`src/rtl/regfile_combo_ctrl.sv`:
```
// Purpose: sequencer for the RegFiles XOR-accumulate file. Loads WR basis words, then emits N random combinations.
// Latency: a mask accepted in cycle t gives out_valid at t+2, so each output takes at least 3 cycles.
// Backpressure: basis, mask and output streams are valid/ready, and the output is held stable while out_ready_i is low.
// Ports: clk_i/rst_i (sync, active-high); start_i/load_en_i/busy_o/done_o job control;
//        basis_* load stream (M bits); rand_* mask stream (WR bits, MSB selects entry 0);
//        rf_* RegFiles controls and registered data_out; out_* combination stream with out_last_o.
module regfile_combo_ctrl #(
  parameter int N  = 4,
  parameter int M  = 8,
  parameter int WR = 6,
  localparam int AW = (WR > 1) ? $clog2(WR) : 1,
  localparam int GW = (N > 1) ? $clog2(N) : 1
) (
  input  logic          clk_i,
  input  logic          rst_i,
  input  logic          start_i,
  input  logic          load_en_i,
  output logic          busy_o,
  output logic          done_o,
  input  logic          basis_valid_i,
  output logic          basis_ready_o,
  input  logic [M-1:0]  basis_data_i,
  input  logic          rand_valid_i,
  output logic          rand_ready_o,
  input  logic [WR-1:0] rand_data_i,
  output logic          rf_rw_o,
  output logic [WR:0]   rf_ctrl_w_o,
  output logic [AW-1:0] rf_addr_o,
  output logic [M-1:0]  rf_data_in_o,
  input  logic [M-1:0]  rf_data_out_i,
  output logic          out_valid_o,
  input  logic          out_ready_i,
  output logic [M-1:0]  out_data_o,
  output logic          out_last_o
);

  typedef enum logic [2:0] {
    S_IDLE,
    S_LOAD,
    S_GEN_REQ,
    S_GEN_WAIT,
    S_OUT
  } state_t;

  state_t        state_q, state_d;
  logic [AW-1:0] ld_cnt_q, ld_cnt_d;
  logic [GW-1:0] gen_cnt_q, gen_cnt_d;
  logic [M-1:0]  out_data_q, out_data_d;
  logic          out_valid_q, out_valid_d;
  logic          out_last_q, out_last_d;
  logic          done_q, done_d;

  always_ff @(posedge clk_i) begin
    if (rst_i) begin
      state_q     <= S_IDLE;
      ld_cnt_q    <= '0;
      gen_cnt_q   <= '0;
      out_data_q  <= '0;
      out_valid_q <= 1'b0;
      out_last_q  <= 1'b0;
      done_q      <= 1'b0;
    end else begin
      state_q     <= state_d;
      ld_cnt_q    <= ld_cnt_d;
      gen_cnt_q   <= gen_cnt_d;
      out_data_q  <= out_data_d;
      out_valid_q <= out_valid_d;
      out_last_q  <= out_last_d;
      done_q      <= done_d;
    end
  end

  always_comb begin
    state_d       = state_q;
    ld_cnt_d      = ld_cnt_q;
    gen_cnt_d     = gen_cnt_q;
    out_data_d    = out_data_q;
    out_valid_d   = out_valid_q;
    out_last_d    = out_last_q;
    done_d        = 1'b0;
    basis_ready_o = 1'b0;
    rand_ready_o  = 1'b0;
    rf_rw_o       = 1'b0;
    rf_ctrl_w_o   = '0;
    rf_addr_o     = ld_cnt_q;
    rf_data_in_o  = '0;

    case (state_q)
      S_IDLE: begin
        ld_cnt_d  = '0;
        gen_cnt_d = '0;
        if (start_i) begin
          state_d = load_en_i ? S_LOAD : S_GEN_REQ;
        end
      end
      S_LOAD: begin
        basis_ready_o = 1'b1;
        if (basis_valid_i) begin
          // The write lands on the same edge as the handshake.
          rf_rw_o      = 1'b1;
          rf_data_in_o = basis_data_i;
          if (ld_cnt_q == AW'(WR - 1)) begin
            state_d = S_GEN_REQ;
          end else begin
            ld_cnt_d = ld_cnt_q + AW'(1);
          end
        end
      end
      S_GEN_REQ: begin
        rand_ready_o = 1'b1;
        // A zero mask is swallowed and a fresh one is requested, so an all-zero combination never goes out.
        if (rand_valid_i && (rand_data_i != '0)) begin
          rf_ctrl_w_o = {1'b1, rand_data_i};
          state_d     = S_GEN_WAIT;
        end
      end
      S_GEN_WAIT: begin
        // RegFiles data_out is registered, so the XOR result is visible one cycle after the request.
        out_data_d  = rf_data_out_i;
        out_valid_d = 1'b1;
        out_last_d  = (gen_cnt_q == GW'(N - 1));
        state_d     = S_OUT;
      end
      S_OUT: begin
        if (out_ready_i) begin
          out_valid_d = 1'b0;
          out_last_d  = 1'b0;
          if (out_last_q) begin
            done_d  = 1'b1;
            state_d = S_IDLE;
          end else begin
            gen_cnt_d = gen_cnt_q + GW'(1);
            state_d   = S_GEN_REQ;
          end
        end
      end
      default: state_d = S_IDLE;
    endcase

    // Reset aborts at once: no write, XOR request or stream handshake in the reset cycle itself.
    if (rst_i) begin
      basis_ready_o = 1'b0;
      rand_ready_o  = 1'b0;
      rf_rw_o       = 1'b0;
      rf_ctrl_w_o   = '0;
      rf_data_in_o  = '0;
    end
  end

  assign busy_o      = (state_q != S_IDLE);
  assign done_o      = done_q;
  assign out_valid_o = out_valid_q;
  assign out_data_o  = out_data_q;
  assign out_last_o  = out_last_q;

endmodule

```
`config.mk`:
```
export PLATFORM = sky130hd
export DESIGN_NAME = regfile_combo_ctrl
export DESIGN_NICKNAME = d
export VERILOG_FILES = /design/src/rtl/regfile_combo_ctrl.sv
export SDC_FILE = /design/constraint.sdc
export NUM_CORES = 1
export LEC_CHECK = 0
export CORE_ASPECT_RATIO = 1.5
export CORE_UTILIZATION = 37
export CTS_CLUSTER_SIZE = 12
export DETAILED_ROUTE_END_ITERATION = 7
export PLACE_DENSITY = 0.88
export RECOVER_POWER = 25
export SLEW_MARGIN = 20
export SYNTH_ARGS = -nofsm -noshare
export SYNTH_HDL_FRONTEND = slang
export SYNTH_SLANG_ARGS = --single-unit
```
`constraint.sdc`:
```
create_clock -name clk_i -period 1.8 [get_ports clk_i]
set_input_delay 0.36 -clock clk_i [delete_from_list [all_inputs] [get_ports clk_i]]
set_output_delay 0.36 -clock clk_i [all_outputs]
set_load 0.02 [all_outputs]
```
==> metrics.log, run 1 <==
[metrics] run status: complete, but fails checks
[metrics] violations in the final reports: setup timing
[metrics] nature of the critical path endpoint: primary output
[metrics] Setup Viol. Count Final: 4
[metrics] number of iterations in the first detailed-routing pass: 4
[metrics] die height: 66.3 um
[metrics] fraction of power consumed by the clock network: 23.9%
[metrics] first-iteration detailed-routing DRC count: 26
[metrics] data arrival time of the critical path: 1.58 ns
[metrics] std cell rows: 23
[metrics] Fin. Hold Viols: 0
[metrics] sw power: 0.390 mW
[metrics] max_slew headroom: 72.8%
[metrics] Post-synth top flop: sky130_fd_sc_hd__dfxtp_1
[metrics] count of port buffers added during placement: 61
[metrics] Total Nets Final: 229
[metrics] CP Max Fanout: 4
[metrics] Placement Setup Slack: -0.919 ns
[metrics] level count of the clock H-tree: 1
[metrics] Hold Startpoint: out_data_o[4]$_SDFFE_PP0N_
[metrics] # Max-Cap Violations: 0
[metrics] maximum number of pins on one net before global-route repair: 19
[metrics] portion of total power attributed to sequential cells: 38.8%
[metrics] kind of critical path: input port to primary output
[metrics] number of buffers between clock root and the deepest sink: 2
[metrics] Total Routing Usage GR: 19.8%
[metrics] average wire per cell in the routed design: 12.8 um
[metrics] Min Hold Slack: 0.463 ns
[metrics] class of the tightest hold or removal check: flop to flop
[metrics] setup repair after global routing missed its margin: yes
[metrics] final global-route overflow total: 0
[metrics] TritonCTS clock tree: done
[metrics] fraction of the yosys area taken by sequential cells: 37.3%
[metrics] worst slew pin tran: 0.408 ns
[metrics] gpl congestion: 0.775
[metrics] portion of total power attributed to combinational logic: 37.3%
[metrics] total chip power: 1.22 mW
[metrics] Post-Syn Nets: 156
[metrics] clock latency reported for the late side of the worst-skew pair: 0.26 ns
[metrics] Worst Hold Endpoint: out_data_o[4]$_SDFFE_PP0N_
[metrics] synthesis-to-finish area growth: 76.8%
[metrics] Final Max Tran Viols: 0
[metrics] count of flip-flops with a built-in enable after synthesis: 0
[metrics] worst path required time: 1.44 ns
[metrics] I/O pins: 62
[metrics] via count: 1,164
[metrics] post-layout minimum cycle time: 1.94 ns
[metrics] layout cell share with drive strength beyond 1: 27.6%
[metrics] power density of the placed cells: 678 nW/um^2
[metrics] Worst setup SP type: input port
[metrics] fraction of registers with async set/reset: 0%
[metrics] core area: 2650 sq um
[metrics] register-to-register setup slack: 0.08 ns
[metrics] number of CTS-inserted buffers: 3
[metrics] number of stages on the worst hold path: 2
[metrics] number of sinks driven by the clock tree: 19
[metrics] Worst VDD drop: 0.483 mV
[metrics] via count of the first global-routing pass: 1,054
[metrics] start of the worst register-to-register path: state_q[0]$_SDFFE_PP0P_
[metrics] crit path setup slack, layout: -0.137 ns
[metrics] endpoint of the worst-slack reg-to-reg timing path: out_data_o[1]$_SDFFE_PP0N_
[metrics] drt via density: 5.00
[metrics] Clock Pin Slew Worst Setup and Hold Paths: 0.07 ns
[metrics] top cells by area, synth: sky130_fd_sc_hd__dfxtp_1 37%, sky130_fd_sc_hd__and3_1 7.4%, sky130_fd_sc_hd__nand2_1 7.4%, sky130_fd_sc_hd__a21oi_1 5.9%, sky130_fd_sc_hd__nor2_1 4.0%
[metrics] antenna diode instance count: 0
[metrics] design area: 1800 sq um
[metrics] Routed Wire Length: 2980 um
[metrics] cell-internal power: 0.832 mW
[metrics] largest area contributor in the netlist: sky130_fd_sc_hd__dfxtp_1
[metrics] synthesized area: 1020 sq um
[metrics] Fmax: 516 MHz
[metrics] share of the clock period used by the worst path after layout: 108%
[metrics] global-route wire length before repair: 4380 um
[metrics] Yosys top cell area share: 37.3%
[metrics] cell leakage power: 0.781 nW
[metrics] standard cell area after detailed placement: 1740 sq um
[metrics] CTS hold repair buffers: 0
[metrics] post-route clock skew: 0.00245 ns
[metrics] warnings from Yosys: 0
[metrics] Die Outline Area: 2970 sq um
[metrics] switching share of total power: 31.9%
[metrics] initial antenna violation count: 0
[metrics] initial core utilization: 38.5%
[metrics] CTS root buf: sky130_fd_sc_hd__clkbuf_8
[metrics] depth of the most critical reg-to-reg path: 5
[metrics] synthesized instance count: 124
[metrics] hpwl dp: 2280 um
[metrics] overall die width: 44.9 um
[metrics] Antenna Violating Nets Remaining: 0
[metrics] average cell area after synthesis: 8.22 sq um
[metrics] number of different library cells in the post-synthesis netlist: 36
[metrics] flip-flop and latch count after synthesis: 19
[metrics] DRC: 0
## stage by stage
step | utilization, % | cells | TNS [ns]
after floorplan | - | 124 | 0
after global placement | 65.6 | 227 | -12.21
after detailed placement | 65.6 | 227 | -12.90
after CTS | 66.1 | 233 | -0.450
after global routing | 68.1 | 233 | -1.53
final | 68.1 | 233 | -0.313
## Yosys cell counts (all sizes together), types with 2 or more instances
| library cell | count |
|---|---|
| and3 | 12 |
| nor3 | 3 |
| clkbuf | 5 |
| nand2b | 4 |
| dfxtp | 19 |
| nor4 | 2 |
| buf | 3 |
| inv | 3 |
| nand3 | 2 |
| a21oi | 12 |
| nand2 | 20 |
| nor2 | 12 |
| ha | 3 |
| and2 | 4 |
| nor4b | 2 |
## power by group through the flow
stage / logic (mW) / clock network (mW) / registers [mW]
floorplan: 0.235 / 0 / 0.491
global placement: 0.442 / 0 / 0.477
detailed placement: 0.456 / 0 / 0.479
CTS: 0.452 / 0.300 / 0.475
global route: 0.494 / 0.315 / 0.478
finish: 0.456 / 0.292 / 0.474
## cell usage in the layout (no fill, tap or decap), drive strengths merged, types with 4 or more instances in the layout
cell type       n
a21oi          12
and2            4
buf            33
nand2          20
clkdlybuf4s50  34
nor2           12
dfxtp          19
and3           12
clkbuf          6
nand2b          4
## worst max-delay path, stage by stage
cell and delay [ns]:
sky130_fd_sc_hd__buf_6 0.09, sky130_fd_sc_hd__or4_4 0.52, sky130_fd_sc_hd__o311a_4 0.34, sky130_fd_sc_hd__and2_4 0.15
sky130_fd_sc_hd__buf_6 0.12
## area by class of cell
cell class / instances / area [sq um]
flip-flops and latches: 19 / 385
clock inverters: 1 / 5.00
well taps: 37 / 46.3
multi-input cells: 94 / 627
repair buffers: 76 / 687
fillers: 226 / 845
clock buffers: 3 / 41.3
inverters: 3 / 11.3
## worst max-delay path by stage
stage,startpoint,end,slack (ns),cells after the start
3_3_place_gp,rand_data_i[0],rf_ctrl_w_o[3],-0.88,5
5_1_grt,rand_data_i[0],rf_ctrl_w_o[3],-0.16,5
3_5_place_dp,rand_data_i[0],rf_ctrl_w_o[3],-0.92,5
4_1_cts,rand_data_i[0],rf_ctrl_w_o[3],-0.19,5
2_1_floorplan,rand_data_i[0],rf_ctrl_w_o[2],0.009,3
6_report,rand_data_i[0],rf_ctrl_w_o[3],-0.14,5
## sequential cells by signal, indices dropped and copies added (netlist names)
register,flops
out_valid_o,1
out_last_o,1
out_data_o,8
done_o,1
rf_addr_o,3
gen_cnt_q,2
state_q,3
## cells by family after synthesis
kind of cell	after synthesis	synth area share [%]
buffers and inverters	11	5.52
DFF	19	37.3
muxes	1	0.982
AOI/OAI and AO/OA	23	16.7
xor gates and xnor gates	1	0.859
and+or+nand+nor	66	35.0
adders and majority gates	3	3.68
## what timing repair did
action	CTS	global route
pin swaps	6	5
setup endpoints to repair	20	18
gates cloned	1	0
resized for setup	103	22
endpoints found under the hold margin	0	0
setup buffers	1	0
## routing by layer
layer / global-route usage, % / vias to the layer above / wire length (um)
met5: 0 / - / 0
met4: 6.82 / 0 / 12
met3: 3.01 / 2 / 250
met2: 42.3 / 55 / 1670
met1: 16.9 / 532 / 1050
li1: - / 575 / -
Note: power is estimated with default switching activity, not from simulation.
==> inputs of run 2 (changes only) <==
--- a/config.mk
+++ b/config.mk
@@ -5,11 +5,12 @@
 export SDC_FILE = /design/constraint.sdc
 export NUM_CORES = 1
 export LEC_CHECK = 0
+export ABC_AREA = 1
 export CORE_ASPECT_RATIO = 1.5
 export CORE_UTILIZATION = 37
 export CTS_CLUSTER_SIZE = 12
 export DETAILED_ROUTE_END_ITERATION = 7
-export PLACE_DENSITY = 0.88
+export PLACE_DENSITY = 0.87
 export RECOVER_POWER = 25
 export SLEW_MARGIN = 20
 export SYNTH_ARGS = -nofsm -noshare
==> metrics.log, run 2 <==
[metrics] run status: completed
[metrics] initial core utilization: 39.0% (+0.52 points)
[metrics] cell leakage power: 0.893 nW (+14%)
[metrics] summed negative setup slack over all endpoints: 0 ns (+0.313 ns)
[metrics] start of the worst register-to-register path: state_q[1]$_SDFFE_PP0P_
[metrics] Fin. Hold Viols: 0 (unchanged)
[metrics] Post-synth top flop: sky130_fd_sc_hd__dfxtp_1
[metrics] global-route wire length before repair: 4620 um (+5.5%)
[metrics] synthesis-to-finish area growth: 71.3%
[metrics] kind of critical path: flop to primary output
[metrics] # Post-CTS Setup Buffers: 0 (-1)
[metrics] count of flip-flops with a built-in enable after synthesis: 0 (unchanged)
[metrics] top cells by area, synth: sky130_fd_sc_hd__dfxtp_1 36%, sky130_fd_sc_hd__nor2_1 16%, sky130_fd_sc_hd__inv_1 9.0%, sky130_fd_sc_hd__nand2_1 6.5%, sky130_fd_sc_hd__nand3_1 4.3%
[metrics] overall die width: 45.4 um (+1.2%)
[metrics] fraction of registers with async set/reset: 0% (unchanged)
[metrics] depth of the most critical reg-to-reg path: 6 (+1)
[metrics] final global-route overflow total: 0 (unchanged)
[metrics] commonest non-fill, non-tap cells in the layout: 40 x sky130_fd_sc_hd__nor2_1, 40 x sky130_fd_sc_hd__clkdlybuf4s50_1, 27 x sky130_fd_sc_hd__inv_1
[metrics] std cell rows: 23 (unchanged)
[metrics] number of sinks driven by the clock tree: 19 (unchanged)
[metrics] antenna diode instance count: 0 (unchanged)
[metrics] worst path required time: 1.44 ns (about the same)
[metrics] Worst VDD drop: 0.853 mV (+76%)
[metrics] number of different library cells in the post-synthesis netlist: 24 (-33%)
[metrics] maximum number of pins on one net before global-route repair: 12 (-7)
[metrics] level count of the clock H-tree: 1 (unchanged)
[metrics] warnings from Yosys: 0 (unchanged)
[metrics] endpoint of the worst-slack reg-to-reg timing path: rf_addr_o[2]$_SDFFE_PP0P_
[metrics] synthesized instance count: 159 (+28%)
[metrics] most used cell, CP: sky130_fd_sc_hd__buf_4
[metrics] filler-free cell count of the finished design: 272 (+17%)
[metrics] Post-Syn Nets: 191 (+22%)
[metrics] DRC: 0 (unchanged)
[metrics] layout cell share with drive strength beyond 1: 20.9% (-6.7 points)
[metrics] drt via density: 4.56 (-8.8%)
[metrics] synthesized area: 1040 sq um (+2.5%)
[metrics] class of the tightest hold or removal check: flop to flop
[metrics] Clock Pin Slew Worst Setup and Hold Paths: 0.07 ns (about the same)
[metrics] Setup Viol. Count Final: 0 (-4)
[metrics] number of placed instances with taps included: 268 (+18%)
[metrics] cell with the largest stage delay on the worst path: sky130_fd_sc_hd__dfxtp_2
[metrics] dominant cell by count in the synthesized netlist: sky130_fd_sc_hd__nor2_1
[metrics] core area: 2680 sq um (+1.1%)
[metrics] Die Outline Area: 3040 sq um (+2.4%)
[metrics] CP Max Fanout: 4 (unchanged)
[metrics] die height: 67.1 um (+1.2%)
[metrics] Total Routing Usage GR: 20.1% (+0.27 points)
[metrics] CTS root buf: sky130_fd_sc_hd__clkbuf_8
[metrics] post-layout minimum cycle time: 1.73 ns (-0.212 ns)
[metrics] hpwl dp: 2290 um (+0.56%)
[metrics] data arrival time of the critical path: 1.37 ns (-0.21 ns)
[metrics] Worst Hold Endpoint: out_valid_o$_SDFFE_PP0P_
[metrics] max FFs per register: 8 (unchanged)
[metrics] register-to-register setup slack: 0.34 ns (+0.26 ns)
[metrics] share of the clock period used by the worst path after layout: 95.8% (-12 points)
[metrics] number of buffers between clock root and the deepest sink: 2 (unchanged)
[metrics] Routed Wire Length: 2810 um (-5.6%)
[metrics] via count of the first global-routing pass: 1,169 (+11%)
[metrics] critical path cell sequence: buf_4 > nand3_4 > nor2_4 > buf_4 > dlygate4sd2_1
[metrics] clock latency reported for the late side of the worst-skew pair: 0.25 ns (about the same)
[metrics] Total Nets Final: 268 (+17%)
[metrics] number of CTS-inserted buffers: 3 (unchanged)
[metrics] CTS hold repair buffers: 0 (unchanged)
[metrics] Final Max Tran Viols: 0 (unchanged)
[metrics] flip-flop and latch count after synthesis: 19 (unchanged)
[metrics] fraction of the yosys area taken by sequential cells: 36.4% (-0.89 points)
[metrics] TritonCTS clock tree: done
[metrics] nature of the critical path endpoint: primary output
[metrics] initial antenna violation count: 0 (unchanged)
[metrics] largest area contributor in the netlist: sky130_fd_sc_hd__dfxtp_1
[metrics] Hold Startpoint: out_valid_o$_SDFFE_PP0P_
[metrics] Max stage delay on crit path: 0.36 ns (-0.16 ns)
[metrics] number of iterations in the first detailed-routing pass: 4 (unchanged)
[metrics] worst slew pin tran: 0.426 ns (+0.0187 ns)
[metrics] first-iteration detailed-routing DRC count: 30 (+15%)
[metrics] post-route clock skew: 0.00137 ns (-0.00109 ns)
[metrics] Yosys top cell area share: 36.4% (-0.89 points)
[metrics] via count: 1,239 (+6.4%)
[metrics] buffering stage count on the worst path with inverters included: 3 (+1)
[metrics] # Max-Cap Violations: 0 (unchanged)
[metrics] count of port buffers added during placement: 61 (unchanged)
[metrics] setup repair after global routing missed its margin: no
[metrics] most frequent cells after synthesis: 45 x sky130_fd_sc_hd__nor2_1, 25 x sky130_fd_sc_hd__inv_1, 19 x sky130_fd_sc_hd__dfxtp_1
[metrics] number of stages on the worst hold path: 2 (unchanged)
[metrics] average wire per cell in the routed design: 10.3 um (-19%)
[metrics] Top Family by Delay on Critical Path: buffers and inverters
[metrics] average cell area after synthesis: 6.57 sq um (-20%)
[metrics] gpl congestion: 0.837 (+8.1%)
[metrics] max_slew headroom: 71.4% (-1.4 points)
[metrics] Worst setup SP type: flop
[metrics] power density of the placed cells: 1120 nW/um^2 (+65%)
[metrics] I/O pins: 62 (unchanged)
[metrics] Fmax: 580 MHz (+12%)
[metrics] Antenna Violating Nets Remaining: 0 (unchanged)
## run 2: tightest hold or removal path: stages (launching register included)
cell	delay (ns)
sky130_fd_sc_hd__dfxtp_1	0.31
sky130_fd_sc_hd__nand2_1	0.06
sky130_fd_sc_hd__a21oi_1	0.05
## run 2: kinds of logic (layout without fill, tap and decap cells)
| family | count (synthesis) | after routing | synth area share [%] |
|---|---|---|---|
| simple gates | 84 | 84 | 36.5 |
| xor+xnor | 1 | 1 | 0.838 |
| flops | 19 | 19 | 36.4 |
| compound gates | 21 | 21 | 11.1 |
| buf+inv | 31 | 107 | 11.5 |
| fa+ha+maj | 3 | 3 | 3.59 |
## run 2: what timing repair did
action / 4_1_cts / 5_1_grt
pin swaps: 2 / 2
setup endpoints to repair: 19 / 13
resized for setup: 64 / 18
hold endpoints to repair: 0 / 0
## run 2: per-layer routing
metal	share of wire (%)	vias to the layer above	routed length [um]	global-route usage, %
met3	9.6	3	271	5.69
met1	36	540	998	19.4
li1	-	642	-	-
met2	54	54	1520	38.4
met4	0.82	0	23	6.44
met5	0	-	0	0
## run 2: worst max-delay path by stage
stage,cells after the start,start,to
final,5,state_q[0]$_SDFFE_PP0P_,basis_ready_o
after global routing,6,rand_data_i[3],rf_ctrl_w_o[3]
after CTS,6,state_q[0]$_SDFFE_PP0P_,rf_data_in_o[3]
after detailed placement,5,rst_i,rf_ctrl_w_o[1]
after global placement,5,rst_i,rf_ctrl_w_o[3]
after floorplan,4,rst_i,rf_ctrl_w_o[0]
## run 2: through the flow
step           util [%]  power, mW  hold WS [ns]  cell area, sq um  setup WS (ns)
2_1_floorplan         -       1.21         0.444              1050         0.0539
3_3_place_gp       67.1       1.75         0.447              1800         -0.577
3_5_place_dp       67.1       1.77         0.462              1800         -0.614
4_1_cts            68.6       2.05         0.468              1840        0.00604
5_1_grt            66.9       2.15         0.485              1790        0.00851
6_report           66.9       2.01         0.468              1790         0.0748
## run 2: layout make-up
class                   instances  area, sq um
well taps                      37         46.3
flip-flops and latches         19          382
fillers                       253          887
repair buffers                 75          636
multi-input cells             109          576
clock buffers                   4         45.0
inverters                      28          105
## run 2: power breakdown
part | leakage [nW] | internal, mW | switching (mW) | total [mW]
Sequential | 0.155 | 0.503 | 0.0638 | 0.566
Combinational | 0.716 | 0.517 | 0.631 | 1.15
Clock | 0.0228 | 0.157 | 0.134 | 0.292
Total | 0.893 | 1.18 | 0.829 | 2.01
==> inputs of run 3 (changes only) <==
--- a/config.mk
+++ b/config.mk
@@ -6,10 +6,12 @@
 export NUM_CORES = 1
 export LEC_CHECK = 0
 export ABC_AREA = 1
+export CAP_MARGIN = 25
 export CORE_ASPECT_RATIO = 1.5
 export CORE_UTILIZATION = 37
 export CTS_CLUSTER_SIZE = 12
 export DETAILED_ROUTE_END_ITERATION = 7
+export GPL_TIMING_DRIVEN = 0
 export PLACE_DENSITY = 0.87
 export RECOVER_POWER = 25
 export SLEW_MARGIN = 20
==> metrics.log, run 3 (synthesized netlist as in run 2, its figures left out) <==
[metrics] number of stages on the worst hold path: 2 (unchanged)
[metrics] global-route wire length before repair: 4290 um (-7.2%)
[metrics] register-to-register setup slack: 0.51 ns (+0.17 ns)
[metrics] antenna diode instance count: 0 (unchanged)
[metrics] maximum number of pins on one net before global-route repair: 12 (unchanged)
[metrics] depth of the most critical reg-to-reg path: 8 (+2)
[metrics] average wire per cell in the routed design: 10.3 um (-0.48%)
[metrics] Total Nets Final: 266 (-0.75%)
[metrics] cell leakage power: 0.894 nW (+0.12%)
[metrics] hpwl dp: 2040 um (-11%)
[metrics] clock latency reported for the late side of the worst-skew pair: 0.25 ns (about the same)
[metrics] total chip power: 1.99 mW (-0.55%)
[metrics] buffering stage count on the worst path with inverters included: 3 (unchanged)
[metrics] class of the tightest hold or removal check: input port to flop
[metrics] share of the clock period used by the worst path after layout: 97.7% (+1.9 points)
[metrics] gpl congestion: 0.784 (-6.3%)
[metrics] Routed Wire Length: 2780 um (-1.2%)
[metrics] number of buffers between clock root and the deepest sink: 2 (unchanged)
[metrics] most used cell, CP: sky130_fd_sc_hd__buf_4
[metrics] worst slew pin tran: 0.428 ns (+0.00131 ns)
[metrics] Hold Startpoint: rst_i
[metrics] Worst Hold Endpoint: out_last_o$_SDFFE_PP0P_
[metrics] Top Family by Delay on Critical Path: buffers and inverters
[metrics] design area: 1840 sq um (+2.7%)
[metrics] start of the worst register-to-register path: rf_addr_o[1]$_SDFFE_PP0P_
[metrics] power density of the placed cells: 1090 nW/um^2 (-3.2%)
[metrics] setup repair after global routing missed its margin: yes
[metrics] drt via density: 4.64 (+2.0%)
[metrics] run status: completed
[metrics] max_slew headroom: 71.5% (about the same)
[metrics] layout cell share with drive strength beyond 1: 24.5% (+3.6 points)
[metrics] Max stage delay on crit path: 0.58 ns (+0.22 ns)
[metrics] DRC: 0 (unchanged)
[metrics] via count of the first global-routing pass: 1,114 (-4.7%)
[metrics] level count of the clock H-tree: 1 (unchanged)
[metrics] initial antenna violation count: 0 (unchanged)
[metrics] I/O pins: 62 (unchanged)
[metrics] final global-route overflow total: 0 (unchanged)
[metrics] count of port buffers added during placement: 61 (unchanged)
[metrics] CP Max Fanout: 5 (+1)
[metrics] # Max-Cap Violations: 0 (unchanged)
[metrics] Die Outline Area: 3040 sq um (unchanged)
[metrics] kind of critical path: input port to primary output
[metrics] via count: 1,254 (+1.2%)
[metrics] Setup Viol. Count Final: 0 (unchanged)
[metrics] std cell rows: 23 (unchanged)
[metrics] cell with the largest stage delay on the worst path: sky130_fd_sc_hd__clkdlybuf4s50_1
[metrics] fillcell total: 225 (-11%)
[metrics] post-layout minimum cycle time: 1.76 ns (+0.0334 ns)
[metrics] Worst setup SP type: input port
[metrics] die height: 67.1 um (unchanged)
[metrics] number of sinks driven by the clock tree: 19 (unchanged)
[metrics] core area: 2680 sq um (unchanged)
[metrics] commonest non-fill, non-tap cells in the layout: 38 x sky130_fd_sc_hd__nor2_1, 35 x sky130_fd_sc_hd__clkdlybuf4s50_1, 26 x sky130_fd_sc_hd__inv_1
[metrics] Final Max Tran Viols: 0 (unchanged)
[metrics] overall die width: 45.4 um (unchanged)
[metrics] Fin. Hold Viols: 0 (unchanged)
[metrics] TritonCTS clock tree: done
[metrics] data arrival time of the critical path: 1.40 ns (+0.03 ns)
[metrics] max FFs per register: 8 (unchanged)
[metrics] initial core utilization: 39.0% (unchanged)
[metrics] nature of the critical path endpoint: primary output
[metrics] CTS hold repair buffers: 0 (unchanged)
[metrics] standard cell area after detailed placement: 1710 sq um (-5.0%)
[metrics] most common cell after layout, fill and taps aside: sky130_fd_sc_hd__nor2_1
[metrics] critical path cell sequence: clkdlybuf4s50_1 > nand2_4 > buf_4 > nor2_1 > buf_4
[metrics] first-iteration detailed-routing DRC count: 38 (+27%)
[metrics] post-route clock skew: 0.00190 ns (+0.000538 ns)
[metrics] synthesis-to-finish area growth: 75.9%
[metrics] Antenna Violating Nets Remaining: 0 (unchanged)
[metrics] Fmax: 569 MHz (-1.9%)
[metrics] endpoint of the worst-slack reg-to-reg timing path: state_q[0]$_SDFFE_PP0P_
[metrics] Total Routing Usage GR: 18.7% (-1.4 points)
[metrics] CTS root buf: sky130_fd_sc_hd__clkbuf_8
[metrics] Clock Pin Slew Worst Setup and Hold Paths: 0.06 ns (about the same)
[metrics] number of iterations in the first detailed-routing pass: 4 (unchanged)
[metrics] worst path required time: 1.44 ns (about the same)
[metrics] Worst VDD drop: 0.768 mV (-9.9%)
[metrics] number of CTS-inserted buffers: 3 (unchanged)
==> run 3: metal layers <==
layer,vias to the layer above,track usage (%),part of all wire (%)
met5,-,0,0
met2,54,39.1,53
met3,5,3.52,8.2
met1,553,16.0,37
met4,0,5.68,1.2
li1,642,-,-
==> run 3: repair_timing <==
item	in CTS	in global routing
gates cloned	0	1
endpoints found under the setup margin	19	16
resized for setup	95	10
pin swaps	5	5
setup buffers	6	3
==> run 3: how the worst max path moves through the flow <==
stage	start	end	slack, ns	depth (start not counted)
6_report	basis_valid_i	rf_data_in_o[6]	0.04	5
5_1_grt	state_q[2]$_SDFFE_PP0P_	rf_data_in_o[6]	-0.02	7
4_1_cts	state_q[1]$_SDFFE_PP0P_	rf_data_in_o[3]	-0.02	7
3_5_place_dp	rst_i	rf_data_in_o[0]	-0.80	6
3_3_place_gp	rst_i	rf_data_in_o[0]	-0.79	6
2_1_floorplan	rst_i	rf_ctrl_w_o[0]	0.05	4
==> run 3: layout make-up <==
type | count | area (sq um) | area share (%)
Clock buffer | 4 | 45.0 | 2.45
Multi-Input combinational cell | 110 | 616 | 33.5
Inverter | 28 | 110 | 5.99
Sequential cell | 19 | 392 | 21.3
Timing Repair Buffer | 70 | 618 | 33.6
Buffer | 2 | 11.3 | 0.613
Tap cell | 37 | 46.3 | 2.52
==> run 3: stage by stage <==
step	instances	setup TNS, ns	setup slack (ns)	hold WS, ns	util [%]
3_3_place_gp	257	-13.11	-0.789	0.446	63.8
5_1_grt	270	-0.0399	-0.0211	0.491	68.7
4_1_cts	266	-0.0647	-0.0224	0.477	66.5
2_1_floorplan	159	0	0.0539	0.444	-
6_report	270	0	0.0413	0.480	68.7
3_5_place_dp	257	-13.31	-0.796	0.467	63.8
==> run 3: power by group <==
part / internal (mW) / leakage [nW] / switching (mW)
clock: 0.157 / 0.0228 / 0.130
combinational: 0.480 / 0.715 / 0.612
sequential: 0.516 / 0.156 / 0.0996
